File: src/rtl/ppu_frame_writer_if.sv
// ----------------------------------------------------------------------------
// ppu_frame_writer_if
//
// Groups the signals between the PPU pixel pipe, the frame writer and the
// frame-buffer RAM.
//
// Handshake semantics:
//   PX_valid qualifies PX_OUT in the same cycle. There is no ready or
//   backpressure path. A pixel the writer cannot use is dropped, not stalled.
//   FB_WR is a single-cycle write strobe. FB_ADDR and FB_DATA are meaningful
//   only while FB_WR is high. The RAM must accept one write on every cycle.
//
// Signals:
//   PX_OUT     [1:0]  pixel colour index from the PPU
//   PX_valid          pixel qualifier
//   PPU_MODE   [1:0]  0=H_BLANK 1=V_BLANK 2=SCAN 3=DRAW
//   BGP        [7:0]  background palette register
//   FB_WR             write strobe to the frame buffer
//   FB_ADDR   [12:0]  frame-buffer byte address
//   FB_DATA    [7:0]  four packed pixels, first pixel in [7:6]
//   FRAME_DONE        one-cycle pulse on V_BLANK entry
//   LINE_OVF          sticky pixel-dropped flag
//   CUR_LINE   [7:0]  line currently being written
//
// Modports:
//   master  the PPU / test side (drives pixels, observes frame-buffer writes)
//   slave   the frame writer
// ----------------------------------------------------------------------------
interface ppu_frame_writer_if;
    logic [1:0]  PX_OUT;
    logic        PX_valid;
    logic [1:0]  PPU_MODE;
    logic [7:0]  BGP;
    logic        FB_WR;
    logic [12:0] FB_ADDR;
    logic [7:0]  FB_DATA;
    logic        FRAME_DONE;
    logic        LINE_OVF;
    logic [7:0]  CUR_LINE;

    modport master (
        output PX_OUT, PX_valid, PPU_MODE, BGP,
        input  FB_WR, FB_ADDR, FB_DATA, FRAME_DONE, LINE_OVF, CUR_LINE
    );

    modport slave (
        input  PX_OUT, PX_valid, PPU_MODE, BGP,
        output FB_WR, FB_ADDR, FB_DATA, FRAME_DONE, LINE_OVF, CUR_LINE
    );
endinterface

File: src/rtl/ppu_frame_writer.sv
// ----------------------------------------------------------------------------
// ppu_frame_writer
//
// Consumes the PPU pixel stream during DRAW mode. It packs four 2-bit shades
// per byte and writes the bytes into a LINE_PX x FRAME_LINES frame buffer
// (LINE_PX/4 bytes per line). PPU_MODE transitions mark the line boundaries
// (DRAW->H_BLANK) and the frame boundaries (entry into V_BLANK).
//
// Optional feature:
//   PPU_FW_PALETTE_EN  When defined, each pixel is mapped through BGP:
//                      shade = BGP[2*px+1:2*px]. When undefined, the raw
//                      PX_OUT value is stored and BGP is ignored.
//
// Ports:
//   clk          system clock
//   rst          synchronous active-high reset
//   bus          ppu_frame_writer_if.slave (pixel input, frame-buffer output)
//   dbg_state_o  current FSM state
//                0=LINE 1=FLUSH 2=HBL 3=FULL 4=VBL
//
// Write timing:
//   - The 4th pixel of a byte, sampled at edge N, produces FB_WR during
//     cycle N+1.
//   - A partial byte at the end of a line is written from the FLUSH state.
//     It appears one cycle after the H_BLANK edge is seen.
// ----------------------------------------------------------------------------
module ppu_frame_writer #(
    parameter logic [12:0] FB_BASE     = 13'h0000,
    parameter int          LINE_PX     = 160,
    parameter int          FRAME_LINES = 144
) (
    input  logic                 clk,
    input  logic                 rst,
    ppu_frame_writer_if.slave    bus,
    output logic [2:0]           dbg_state_o
);

    typedef enum logic [2:0] {
        ST_LINE  = 3'd0,
        ST_FLUSH = 3'd1,
        ST_HBL   = 3'd2,
        ST_FULL  = 3'd3,
        ST_VBL   = 3'd4
    } state_t;

    localparam logic [1:0]  MODE_HBL  = 2'd0;
    localparam logic [1:0]  MODE_VBL  = 2'd1;
    localparam logic [1:0]  MODE_SCAN = 2'd2;
    localparam logic [1:0]  MODE_DRAW = 2'd3;

    localparam logic [7:0]  LINE_PX_W     = 8'(LINE_PX);
    localparam logic [7:0]  FRAME_LINES_W = 8'(FRAME_LINES);
    localparam logic [12:0] LINE_BYTES    = 13'(LINE_PX / 4);

    state_t      state_q, state_d;
    logic [1:0]  mode_q;
    logic [7:0]  x_q, x_d;
    logic [1:0]  px_cnt_q, px_cnt_d;
    logic [5:0]  acc_q, acc_d;
    logic [7:0]  line_q, line_d;
    logic        wr_q, wr_d;
    logic [12:0] addr_q, addr_d;
    logic [7:0]  data_q, data_d;
    logic        done_q, done_d;
    logic        ovf_q, ovf_d;

    logic [1:0]  shade;
    logic        vbl_edge;
    logic        hbl_edge;
    logic        px_take;
    logic [12:0] byte_addr;

`ifdef PPU_FW_PALETTE_EN
    assign shade = bus.BGP[{bus.PX_OUT, 1'b0} +: 2];
`else
    assign shade = bus.PX_OUT;
    // BGP stays on the port list for the palette build only.
    logic unused_bgp;
    assign unused_bgp = ^bus.BGP;
`endif

    // Mode edges are taken against the previous cycle's mode.
    assign vbl_edge = (mode_q != MODE_VBL) && (bus.PPU_MODE == MODE_VBL);
    assign hbl_edge = (mode_q == MODE_DRAW) && (bus.PPU_MODE == MODE_HBL);
    assign px_take  = bus.PX_valid && (bus.PPU_MODE == MODE_DRAW) &&
                      (state_q == ST_LINE);

    // Byte address of the byte that holds pixel x. It wraps at 13 bits.
    assign byte_addr = FB_BASE + (13'(line_q) * LINE_BYTES) + {7'd0, x_q[7:2]};

    always_comb begin
        state_d  = state_q;
        x_d      = x_q;
        px_cnt_d = px_cnt_q;
        acc_d    = acc_q;
        line_d   = line_q;
        wr_d     = 1'b0;
        addr_d   = addr_q;
        data_d   = data_q;
        done_d   = 1'b0;
        ovf_d    = ovf_q;

        if (vbl_edge) begin
            // Frame end takes priority in every state. Any half-built byte
            // is abandoned; a normal line was already flushed at H_BLANK.
            done_d   = 1'b1;
            line_d   = 8'd0;
            x_d      = 8'd0;
            px_cnt_d = 2'd0;
            acc_d    = 6'd0;
            state_d  = ST_VBL;
        end else begin
            case (state_q)
                ST_LINE: begin
                    if (hbl_edge) begin
                        if (px_cnt_q != 2'd0) begin
                            state_d = ST_FLUSH;
                        end else begin
                            x_d     = 8'd0;
                            line_d  = line_q + 8'd1;
                            state_d = ST_HBL;
                        end
                    end else if (px_take) begin
                        if (x_q == LINE_PX_W) begin
                            ovf_d = 1'b1;
                        end else begin
                            acc_d    = {acc_q[3:0], shade};
                            x_d      = x_q + 8'd1;
                            px_cnt_d = px_cnt_q + 2'd1;
                            if (px_cnt_q == 2'd3) begin
                                wr_d   = 1'b1;
                                addr_d = byte_addr;
                                data_d = {acc_q, shade};
                            end
                        end
                    end
                end

                ST_FLUSH: begin
                    // Held pixels sit in the low bits of acc_q. Left-justify
                    // them and pad the unfilled positions with zero.
                    wr_d   = 1'b1;
                    addr_d = byte_addr;
                    case (px_cnt_q)
                        2'd1:    data_d = {acc_q[1:0], 6'd0};
                        2'd2:    data_d = {acc_q[3:0], 4'd0};
                        default: data_d = {acc_q[5:0], 2'd0};
                    endcase
                    px_cnt_d = 2'd0;
                    acc_d    = 6'd0;
                    x_d      = 8'd0;
                    line_d   = line_q + 8'd1;
                    state_d  = ST_HBL;
                end

                ST_HBL: begin
                    if (bus.PPU_MODE == MODE_DRAW) begin
                        if (line_q == FRAME_LINES_W) begin
                            ovf_d   = 1'b1;
                            state_d = ST_FULL;
                        end else begin
                            state_d = ST_LINE;
                        end
                    end
                end

                ST_FULL: begin
                    // Extra lines past the frame are ignored until V_BLANK.
                end

                ST_VBL: begin
                    if (bus.PPU_MODE != MODE_VBL) begin
                        state_d = ST_HBL;
                    end
                end

                default: state_d = ST_HBL;
            endcase
        end
    end

    always_ff @(posedge clk) begin
        if (rst) begin
            state_q  <= ST_HBL;
            mode_q   <= MODE_SCAN;
            x_q      <= 8'd0;
            px_cnt_q <= 2'd0;
            acc_q    <= 6'd0;
            line_q   <= 8'd0;
            wr_q     <= 1'b0;
            addr_q   <= 13'd0;
            data_q   <= 8'd0;
            done_q   <= 1'b0;
            ovf_q    <= 1'b0;
        end else begin
            state_q  <= state_d;
            mode_q   <= bus.PPU_MODE;
            x_q      <= x_d;
            px_cnt_q <= px_cnt_d;
            acc_q    <= acc_d;
            line_q   <= line_d;
            wr_q     <= wr_d;
            addr_q   <= addr_d;
            data_q   <= data_d;
            done_q   <= done_d;
            ovf_q    <= ovf_d;
        end
    end

    assign bus.FB_WR      = wr_q;
    assign bus.FB_ADDR    = addr_q;
    assign bus.FB_DATA    = data_q;
    assign bus.FRAME_DONE = done_q;
    assign bus.LINE_OVF   = ovf_q;
    assign bus.CUR_LINE   = line_q;
    assign dbg_state_o    = state_q;

endmodule

File: src/flat_wrapper.sv
// flat-port wrapper written by rule: the top's interface ports become plain ports
module ppu_frame_writer_flat 
#(
    parameter logic [12:0] FB_BASE     = 13'h0000,
    parameter int          LINE_PX     = 160,
    parameter int          FRAME_LINES = 144
)
  (clk, rst, dbg_state_o, bus_PX_OUT, bus_PX_valid, bus_PPU_MODE, bus_BGP, bus_FB_WR, bus_FB_ADDR, bus_FB_DATA, bus_FRAME_DONE, bus_LINE_OVF, bus_CUR_LINE);
  ppu_frame_writer_if bus_i ();
  input  logic clk;
  input  logic rst;
  output logic [2:0] dbg_state_o;
  input wire logic [$bits(bus_i.PX_OUT)-1:0] bus_PX_OUT;
  input wire logic [$bits(bus_i.PX_valid)-1:0] bus_PX_valid;
  input wire logic [$bits(bus_i.PPU_MODE)-1:0] bus_PPU_MODE;
  input wire logic [$bits(bus_i.BGP)-1:0] bus_BGP;
  output wire logic [$bits(bus_i.FB_WR)-1:0] bus_FB_WR;
  output wire logic [$bits(bus_i.FB_ADDR)-1:0] bus_FB_ADDR;
  output wire logic [$bits(bus_i.FB_DATA)-1:0] bus_FB_DATA;
  output wire logic [$bits(bus_i.FRAME_DONE)-1:0] bus_FRAME_DONE;
  output wire logic [$bits(bus_i.LINE_OVF)-1:0] bus_LINE_OVF;
  output wire logic [$bits(bus_i.CUR_LINE)-1:0] bus_CUR_LINE;
  assign bus_i.PX_OUT = bus_PX_OUT;
  assign bus_i.PX_valid = bus_PX_valid;
  assign bus_i.PPU_MODE = bus_PPU_MODE;
  assign bus_i.BGP = bus_BGP;
  assign bus_FB_WR = bus_i.FB_WR;
  assign bus_FB_ADDR = bus_i.FB_ADDR;
  assign bus_FB_DATA = bus_i.FB_DATA;
  assign bus_FRAME_DONE = bus_i.FRAME_DONE;
  assign bus_LINE_OVF = bus_i.LINE_OVF;
  assign bus_CUR_LINE = bus_i.CUR_LINE;
  ppu_frame_writer #(.FB_BASE(FB_BASE), .LINE_PX(LINE_PX), .FRAME_LINES(FRAME_LINES)) u_core (.clk(clk), .rst(rst), .bus(bus_i), .dbg_state_o(dbg_state_o));
endmodule
File: config.mk
export PLATFORM = sky130hd
export DESIGN_NAME = ppu_frame_writer_flat
export DESIGN_NICKNAME = d
export VERILOG_FILES = /design/src/rtl/ppu_frame_writer_if.sv /design/src/rtl/ppu_frame_writer.sv /design/src/flat_wrapper.sv
export SDC_FILE = /design/constraint.sdc
export NUM_CORES = 1
export LEC_CHECK = 0
export BUFFER_PORTS_ARGS = -buffer_cell sky130_fd_sc_hd__buf_2
export CAP_MARGIN = 20
export CORE_MARGIN = 5
export CORE_UTILIZATION = 53
export DETAILED_ROUTE_END_ITERATION = 8
export PLACE_DENSITY = 0.83
export SLEW_MARGIN = 0
export SYNTH_ARGS = -nofsm -noshare
export SYNTH_HDL_FRONTEND = slang
export SYNTH_SLANG_ARGS = --single-unit
File: constraint.sdc
create_clock -name clk -period 2.9 [get_ports clk]
set_input_delay 0.145 -clock clk [delete_from_list [all_inputs] [get_ports clk]]
set_output_delay 0.145 -clock clk [all_outputs]
set_load 0.005 [all_outputs]
==> results.toml <==
[run_status]
status = "finished, final reports clean"

[sta]
max_slew_margin_pct = 61.7
rsz0062_at_grt = "false"
setup_viol = 0
fin_ws_ps = 219
worstMarginPinSlew_ps = 573
fin_crit_ps = 2680
drv_slew = 0
finClkSkew_ps = 5.29
fmax_mhz = 373
hold_viol = 0
fin_tns_setup_ps = 0
fin_crit_sh_pct = 92.5

[yosys]
yosys.area.top_type = "dfxtp_1"
synth_top_family_by_area = "simple AND/OR/NAND/NOR gates"
synth.most_common_cell = "dfxtp_1"
synth_top_cells_by_count = "dfxtp_1, nor2_1, nand2_1, a21oi_1, ha_1"
synthMuxAreaShare_pct = 2.32
synthSimpleGateAreaFrac_pct = 23.1
syn-num-nets = 374
synth_top_area_share_pct = 35.2
synth_area_mm2 = 0.00302
synth_compound_area_share_pct = 18.8
ys_ff_latch = 53
synth_edf_count = 0
ys.flop_type = "dfxtp_1"
synth_adder_area_share_pct = 10.9
synth_xor_area_share_pct = 5.81
synthTopCellsByArea = "dfxtp_1, ha_1, nor2_1"
yosys_warnings = 0
synth-seq-area-share_pct = 35.2
syn_avg_cell_area_um2 = 9.03
synthCells = 334
async_flop_share_pct = 0
synth.distinct_cells = 61

[setup_path]
regToRegSetupSlack_ps = 220
reg2reg_depth = 8
path_buf_inv = 0
startpoint_type = "register"
path_common_cell = "ha_1"
max_stage_delay_ps = 490
cp_data_required_time_ps = 3130
r2r_start = "u_core.bus.CUR_LINE[3]$_SDFFE_PP0P_"
arrival_ps = 2910
end_kind = "register"
path_max_fanout = 9
reg2reg_to = "u_core.bus.FB_ADDR[12]$_SDFFE_PP0P_"
crit_family = "adder cells"
slowest_stage = "dfxtp_1"
crit_chain = "ha_1 -> ha_1 -> fa_1 -> a211oi_2 -> o22ai_1 -> nor4_2 -> a211oi_1 -> nor4_1"
critPathKind = "reg2reg"

[pwr]
ir_worst_vdd_uv = 185
p_leak_nw = 1.40
total_power_mw = 1.26
power.density_mw_per_mm2 = 373

[clock_network]
htree_levels = 2
ctsHoldBuffers = 0
root_buffer = "clkbuf_8"
cts.sinks = 53
clk_pin_slew_ps = 110
clockBufferDepth = 2
insertion_delay_ps = 310
cts_tree = "built"
cts_made_buffers = 5

[detailed_routing]
drc = 0
wl_per_cell_um = 14.5
drt_first_pass_iters = 4
drt_iter0_drc = 120
drt-total-wl_um = 6470
vias_per_cell = 5.65
detail-route-antenna-nets = 0
vias = 2513

[cells_and_area]
nets = 412
fillCellCount = 439
multi_input_area_mm2 = 0.00184
drive_above_1_share_pct = 19.6
diodes = 0
synthToLayoutAreaGrowth_pct = 11.9
ff_latch_area_mm2 = 0.00106

[global_route]
overflow = 0
grt_max_degree = 29
grt_pass1_vias = 2353
grt_use_total_pct = 18.3
grt_first_pass_wirelength_um = 11100
antenna_found_initial = 0

[floorplanning]
core-area_mm2 = 0.00551
dieArea_mm2 = 0.00730
rows = 27
dieHeight_um = 85.4
pin_count = 50
die_width_um = 85.4
start_util_pct = 54.8

[placed_design]
gp_congestion = 0.900
dp_hpwl_um = 4770
pre_cts_ws_ps = 242
portBuffers = 41

[worst_hold_path]
hold_path_end = "u_core.bus.FB_DATA[0]$_SDFFE_PP0P_"
hp-class = "in2reg"
whs_path_depth = 3
min_from = "bus_PX_OUT[0]"

[run]
maxCapViolations = 0
==> tightest hold or removal path: stages <==
cell,delay (ps)
buf_2,110
nand3_1,60
a21oi_1,60
==> registers in the layout, summed over array words and instances (netlist names) <==
signal and cells:
u_core.mode_q 2, u_core.x_q 8, u_core.bus.FB_WR 1, u_core.acc_q 6
u_core.bus.FB_ADDR 13, u_core.dbg_state_o 3, u_core.bus.FB_DATA 8, u_core.bus.LINE_OVF 1
u_core.bus.CUR_LINE 8, u_core.px_cnt_q 2, u_core.bus.FRAME_DONE 1
==> cells in the final DEF (no fill, tap or decap), types with 2 or more instances in the layout <==
cell        instances
mux2i_1             7
nand2_1            30
or4_1               2
nor2_1             38
nand3_1            17
o21ai_1             2
and4bb_2            2
and4bb_1            3
xnor2_1            12
fa_1                2
nor3b_1             2
a211o_1             2
xor2_1              8
a21o_1              3
nand4_1             3
inv_1              11
o211ai_1            3
nand2b_1            4
a21oi_1            24
and3_1              2
o211a_1             3
o21ai_0             6
o2111ai_1           3
a221o_1             2
buf_2              41
nor3_1              5
a211oi_1            6
ha_1               23
a311oi_1            4
a211oi_2            3
clkbuf_8            5
nor2b_1             7
buf_4               5
dfxtp_1            53
clkinvlp_4          2
nor4_2              2
o21ba_2             2
==> power by group <==
| part | total (mW) | internal (mW) | switching, mW |
|---|---|---|---|
| clock | 0.449 | 0.176 | 0.273 |
| sequential | 0.744 | 0.733 | 0.0103 |
| combinational | 0.0643 | 0.0231 | 0.0412 |
| total | 1.26 | 0.933 | 0.324 |
==> stage by stage <==
| step | cells | area, um2 | utilization, % | hold slack, ps |
|---|---|---|---|---|
| floorplan | 334 | 3020 | - | 252 |
| global placement | 436 | 3260 | 59.3 | 402 |
| detailed placement | 437 | 3270 | 59.4 | 428 |
| CTS | 445 | 3370 | 61.1 | 90.4 |
| global route | 445 | 3370 | 61.3 | 110 |
| finish | 445 | 3370 | 61.3 | 109 |
==> kinds of logic after synthesis <==
kind of cell / count (synthesis)
buffers and inverters: 26
AO/OA/AOI/OAI: 73
AND/OR/NAND/NOR: 130
adder cells (fa/ha/maj): 25
XOR/XNOR: 20
multiplexers: 7
flip-flops: 53
==> area by class of cell <==
| cell class | instances | share of cell area, % |
|---|---|---|
| inverters | 11 | 1.22 |
| well taps | 72 | 2.67 |
| multi-input cells | 255 | 54.6 |
| repair buffers | 46 | 7.20 |
| flip-flops and latches | 53 | 31.5 |
| clock inverters | 3 | 0.779 |
| clock buffers | 5 | 2.04 |
==> metal layers <==
| metal | up-vias | track usage, % | part of all wire, % |
|---|---|---|---|
| met5 | - | 0 | 0 |
| met4 | 0 | 4.89 | 1.2 |
| met3 | 9 | 3.88 | 5.3 |
| met2 | 55 | 29.4 | 47 |
| met1 | 1171 | 25.0 | 47 |
| li1 | 1278 | - | - |
==> repair_timing <==
action | 4_1_cts | 5_1_grt
endpoints found under the setup margin | 0 | 1
setup buffers | 0 | 0
gates resized for setup | 0 | 1
==> how the worst max path moves through the flow <==
stage                                              startpoint                                   to  slack [ps]  depth (start not counted)
after detailed placement  u_core.bus.CUR_LINE[3]$_SDFFE_PP0P_  u_core.bus.FB_ADDR[12]$_SDFFE_PP0P_         240                          8
after global routing      u_core.bus.CUR_LINE[3]$_SDFFE_PP0P_  u_core.bus.FB_ADDR[11]$_SDFFE_PP0P_          20                          8
after global placement    u_core.bus.CUR_LINE[3]$_SDFFE_PP0P_  u_core.bus.FB_ADDR[12]$_SDFFE_PP0P_         250                          8
after floorplan           u_core.bus.CUR_LINE[3]$_SDFFE_PP0P_  u_core.bus.FB_ADDR[11]$_SDFFE_PP0P_         470                          8
after CTS                 u_core.bus.CUR_LINE[3]$_SDFFE_PP0P_  u_core.bus.FB_ADDR[12]$_SDFFE_PP0P_         220                          8
final                     u_core.bus.CUR_LINE[3]$_SDFFE_PP0P_  u_core.bus.FB_ADDR[12]$_SDFFE_PP0P_         220                          8
Note: power is estimated with default switching activity, not from simulation.
